**src/rtl/apb_master_arbiter.sv**
```systemverilog
// Two-requester APB master: round-robin grant, SETUP/ACCESS sequencing,
// slave wait-state timeout and a registered completion pulse per requester.
module apb_master_arbiter #(
    parameter int unsigned TIMEOUT = 16
) (
    input  logic        PCLK,
    input  logic        PRESET,
    input  logic        REQ0,
    input  logic        REQ1,
    input  logic        WRITE0,
    input  logic        WRITE1,
    input  logic [31:0] ADDR0,
    input  logic [31:0] ADDR1,
    input  logic [31:0] WDATA0,
    input  logic [31:0] WDATA1,
    output logic        ACK0,
    output logic        ACK1,
    output logic [31:0] RDATA,
    output logic        ERR,
    output logic        PSELx,
    output logic        PENABLE,
    output logic        PWRITE,
    output logic [31:0] PADDR,
    output logic [31:0] PWDATA,
    input  logic [31:0] PRDATA,
    input  logic        PREADY,
    input  logic        PSLVERR
);

    typedef enum logic [1:0] {
        S_IDLE,
        S_SETUP,
        S_ACCESS
    } state_t;

    localparam logic [7:0] LP_LAST_WAIT = 8'(TIMEOUT - 1);

    state_t      r_state;
    logic        r_last;
    logic        r_gnt;
    logic [7:0]  r_wait;
    logic        r_psel;
    logic        r_penable;
    logic        r_pwrite;
    logic [31:0] r_paddr;
    logic [31:0] r_pwdata;
    logic [31:0] r_rdata;
    logic        r_ack0;
    logic        r_ack1;
    logic        r_err;

    logic        w_elig0;
    logic        w_elig1;
    logic        w_any;
    logic        w_pick;
    logic        w_timeout;

    // A requester being acknowledged this cycle sits out this arbitration.
    assign w_elig0   = REQ0 & ~r_ack0;
    assign w_elig1   = REQ1 & ~r_ack1;
    assign w_any     = w_elig0 | w_elig1;
    assign w_pick    = w_elig1 & (~w_elig0 | ~r_last);
    assign w_timeout = (r_wait == LP_LAST_WAIT);

    always_ff @(posedge PCLK or posedge PRESET) begin
        if (PRESET) begin
            r_state   <= S_IDLE;
            r_last    <= 1'b1;
            r_gnt     <= 1'b0;
            r_wait    <= 8'd0;
            r_psel    <= 1'b0;
            r_penable <= 1'b0;
            r_pwrite  <= 1'b0;
            r_paddr   <= 32'd0;
            r_pwdata  <= 32'd0;
            r_rdata   <= 32'd0;
            r_ack0    <= 1'b0;
            r_ack1    <= 1'b0;
            r_err     <= 1'b0;
        end else begin
            r_ack0 <= 1'b0;
            r_ack1 <= 1'b0;
            r_err  <= 1'b0;
            case (r_state)
                S_IDLE: begin
                    if (w_any) begin
                        r_gnt     <= w_pick;
                        r_pwrite  <= w_pick ? WRITE1 : WRITE0;
                        r_paddr   <= w_pick ? ADDR1 : ADDR0;
                        r_pwdata  <= w_pick ? WDATA1 : WDATA0;
                        r_psel    <= 1'b1;
                        r_penable <= 1'b0;
                        r_wait    <= 8'd0;
                        r_state   <= S_SETUP;
                    end
                end
                S_SETUP: begin
                    r_penable <= 1'b1;
                    r_state   <= S_ACCESS;
                end
                S_ACCESS: begin
                    if (PREADY) begin
                        r_ack0    <= ~r_gnt;
                        r_ack1    <= r_gnt;
                        r_err     <= PSLVERR;
                        if (!r_pwrite) begin
                            r_rdata <= PRDATA;
                        end
                        r_last    <= r_gnt;
                        r_psel    <= 1'b0;
                        r_penable <= 1'b0;
                        r_state   <= S_IDLE;
                    end else if (w_timeout) begin
                        r_ack0    <= ~r_gnt;
                        r_ack1    <= r_gnt;
                        r_err     <= 1'b1;
                        r_last    <= r_gnt;
                        r_psel    <= 1'b0;
                        r_penable <= 1'b0;
                        r_state   <= S_IDLE;
                    end else begin
                        r_wait <= r_wait + 8'd1;
                    end
                end
                default: begin
                    r_psel    <= 1'b0;
                    r_penable <= 1'b0;
                    r_state   <= S_IDLE;
                end
            endcase
        end
    end

    assign ACK0    = r_ack0;
    assign ACK1    = r_ack1;
    assign RDATA   = r_rdata;
    assign ERR     = r_err;
    assign PSELx   = r_psel;
    assign PENABLE = r_penable;
    assign PWRITE  = r_pwrite;
    assign PADDR   = r_paddr;
    assign PWDATA  = r_pwdata;

endmodule

```
**config.mk**
```make
export PLATFORM = sky130hd
export DESIGN_NAME = apb_master_arbiter
export DESIGN_NICKNAME = d
export VERILOG_FILES = /design/src/rtl/apb_master_arbiter.sv
export SDC_FILE = /design/constraint.sdc
export NUM_CORES = 1
export LEC_CHECK = 0
export ABC_AREA = 1
export BUFFER_PORTS_ARGS = -buffer_cell sky130_fd_sc_hd__buf_2
export CORE_ASPECT_RATIO = 0.8
export CORE_MARGIN = 2
export CORE_UTILIZATION = 28
export DETAILED_ROUTE_END_ITERATION = 10
export GPL_ROUTABILITY_DRIVEN = 0
export GPL_TIMING_DRIVEN = 0
export SKIP_LAST_GASP = 1
export SLEW_MARGIN = 5
export SYNTH_ARGS = -nofsm -noshare
export SYNTH_HDL_FRONTEND = slang
export SYNTH_SLANG_ARGS = --single-unit
export TNS_END_PERCENT = 1
```
**constraint.sdc**
```tcl
create_clock -name PCLK -period 6.9 [get_ports PCLK]
set_input_delay 0 -clock PCLK [delete_from_list [all_inputs] [get_ports PCLK]]
set_output_delay 0 -clock PCLK [all_outputs]
set_load 0.01 [all_outputs]
```
==> flow_metrics.env <==
export IMPL_outcome="finished clean"
export IMPL_maxSlewHeadroom_pct=63.2
export IMPL_cts_tree="yes"
export IMPL_vias=5703
export IMPL_cts_htree_levels=4
export IMPL_hpwl_um=12400
export IMPL_critPathKind="flop to flop"
export IMPL_critPathMaxFanout=10
export IMPL_cts_resized=0
export IMPL_grtUsageTotal_pct=18.9
export IMPL_syn_area_um2=5180
export IMPL_slew_violations=0
export IMPL_crit_path_start_kind="flop"
export IMPL_grt_pass1_wl_um=29100
export IMPL_clock_sinks=114
export IMPL_clk_latency_ns=0.40
export IMPL_area_growth_pct=75.5
export IMPL_start_util_pct=28.6
export IMPL_dieHeight_um=126
export IMPL_tightest_slew_ns=0.552
export IMPL_rows=44
export IMPL_rsz0062_at_grt="false"
export IMPL_hold_class="input port to flop"
export IMPL_cts_buffers=17
export IMPL_drtAntennaViolNets=0
export IMPL_setup_viol=0
export IMPL_core_area_um2=18100
export IMPL_nNetsFinal=1161
export IMPL_crit_path_end_kind="flop"
export IMPL_drc=0
export IMPL_num_antenna_cells=0
export IMPL_synth_nets=707
export IMPL_gr_total_overflow=0
export IMPL_drive_gt1_share_pct=36.3
export IMPL_drv_cap=0
export IMPL_synth_area_per_cell_um2=9.63
export IMPL_die_area_um2=19600
export IMPL_grt_pass1_vias=5796
export IMPL_antenna_found_initial=0
export IMPL_port_buffers=269
export IMPL_worstPathArrival_ns=2.57
export IMPL_p_leak_nw=4.46
export IMPL_ys_ff_latch=114
export IMPL_finalSetupTns_ns=0
export IMPL_cp_data_required_time_ns=7.23
export IMPL_p_per_area_nw_per_um2=432
export IMPL_yosys_warnings=0
export IMPL_max_freq_mhz=446
export IMPL_die_width_um=156
export IMPL_synth_area_leader_cell="dfrtp_1"
export IMPL_fin_crit_ns=2.24
export IMPL_cts_root_buf="clkbuf_16"
export IMPL_wl_um=18800
export IMPL_skew_ns=0.00643
export IMPL_fin_worst_hold_slack_ns=0.0231
export IMPL_path_clk_slew_ns=0.05
export IMPL_post_drt_wl_per_cell_um=15.2
export IMPL_synth_cell_types=24
export IMPL_ir_drop_uv=184
export IMPL_drt_vias_per_instance=4.62
export IMPL_num_io_pins=270
export IMPL_synthTopCellsByArea="dfrtp_1 (55%), a21oi_1 (13%), mux2_4 (8.7%), nand3_1 (7.3%), nor2_1 (5.5%)"
export IMPL_drt_first_pass_iters=7
export IMPL_ys_seq_area_share_pct=55.1
export IMPL_grt_max_degree=64
export IMPL_yosysTopAreaCellShare_pct=54.6
export IMPL_drt_iter0_markers=328
export IMPL_finalHoldViolCount=0
export IMPL_clockBufferDepth=2
export IMPL_syn_inst=538
export IMPL_period_share_pct=32.5
## power by group
group / total [mW] / switching, mW / internal (mW)
Combinational: 1.89 / 0.908 / 0.984
Sequential: 1.16 / 0.172 / 0.988
Clock: 0.876 / 0.307 / 0.568
## worst paths after layout
| kind | startpoint | endpoint | slack [ns] | cells after the start |
|---|---|---|---|---|
| min in group asynchronous | PRESET | PADDR[2]$_DFFE_PP0P_ | 0.19 | 3 |
| worst min-delay path | PREADY | ACK1$_DFF_PP0_ | 0.02 | 5 |
| worst max-delay path | r_last$_DFFE_PP1P_ | PWDATA[25]$_DFFE_PP0P_ | 4.66 | 7 |
| max in group asynchronous | PRESET | PWDATA[25]$_DFFE_PP0P_ | 6.03 | 4 |
| worst min register to register | PENABLE$_DFFE_PP0P_ | PENABLE$_DFFE_PP0P_ | 0.47 | 2 |
| worst max register to register | r_last$_DFFE_PP1P_ | PWDATA[25]$_DFFE_PP0P_ | 4.66 | 7 |
## sequential cells by signal, summed over array words and instances (netlist names)
register	flops
PADDR	32
PWDATA	32
RDATA	32
r_wait	8
r_state	2
ACK0	1
ACK1	1
ERR	1
PENABLE	1
PSELx	1
PWRITE	1
r_gnt	1
r_last	1
## Yosys cell counts, drive strengths merged
cell type	instances
nand2	42
xor2	2
buf	28
or2	1
mux2	32
nand4	1
ha	1
o21ai	9
nand3	76
dfrtp	113
a21oi	130
inv	13
o21bai	1
nor2	77
clkbuf	11
dfstp	1
## metrics by stage
step	cell area [µm²]	utilization [%]	instances	setup WS, ns	power [mW]
final	9090	50.2	1235	4.66	3.93
after floorplan	5180	-	538	3.89	2.02
after detailed placement	6850	37.8	1038	5.23	2.61
after global routing	9090	50.2	1235	4.51	4.19
after CTS	9090	50.2	1235	4.68	3.92
after global placement	6810	37.6	1037	2.32	2.59
## cell usage in the layout, fill, tap and decap left out
cell type,instances
clkinv_4,1
nor2_4,1
mux2_4,30
buf_1,2
buf_4,8
clkbuf_16,17
clkbuf_1,13
dfstp_2,1
o21ai_0,7
nand4_1,1
nand3_1,76
clkinvlp_4,3
nand2_2,2
ha_1,1
nor2_1,76
xor2_1,2
clkbuf_8,4
bufinv_16,2
buf_16,1
o21bai_1,1
buf_6,3
dfrtp_1,113
clkinv_2,3
buf_2,284
a21oi_1,130
o21ai_1,2
dlygate4sd3_1,165
mux2_2,2
inv_6,1
inv_2,1
nand2_1,40
or2_2,1
inv_1,11
## layer usage
layer / GRT usage, % / part of all wire (%) / up-vias
met2: 32.1 / 48 / 224
met3: 5.47 / 6.0 / 22
li1: - / - / 2748
met4: 6.10 / 1.5 / 0
met1: 23.3 / 44 / 2709
met5: 0 / 0 / -
## cell type report
cell class	instances	area, µm²
Timing Repair Buffer	435	3030
Multi-Input combinational cell	372	2060
Inverter	13	53.8
Clock buffer	23	488
Tap cell	230	288
Clock inverter	9	106
Fill cell	1645	9020
Buffer	39	218
Sequential cell	114	2850
## worst max-delay path: stages (launching register included)
cell	delay (ns)
dfstp_2	0.53
nand3_1	0.13
nand2_1	0.16
buf_4	0.25
buf_2	0.28
a21oi_1	0.10
a21oi_1	0.14
dlygate4sd3_1	0.57
## cell families after synthesis
kind of cell               synth area share [%]
muxes                                      9.13
xor gates and xnor gates                  0.338
DFF                                        55.1
AOI/OAI and AO/OA                          13.6
and+or+nand+nor                            16.5
buffers and inverters                      5.15
adders and majority gates                 0.242
## repair_timing
action	CTS	global route
buffers inserted	0	0
endpoints found under the hold margin	149	0
hold buffers	165	0
Power figures use the tool's default switching activity.
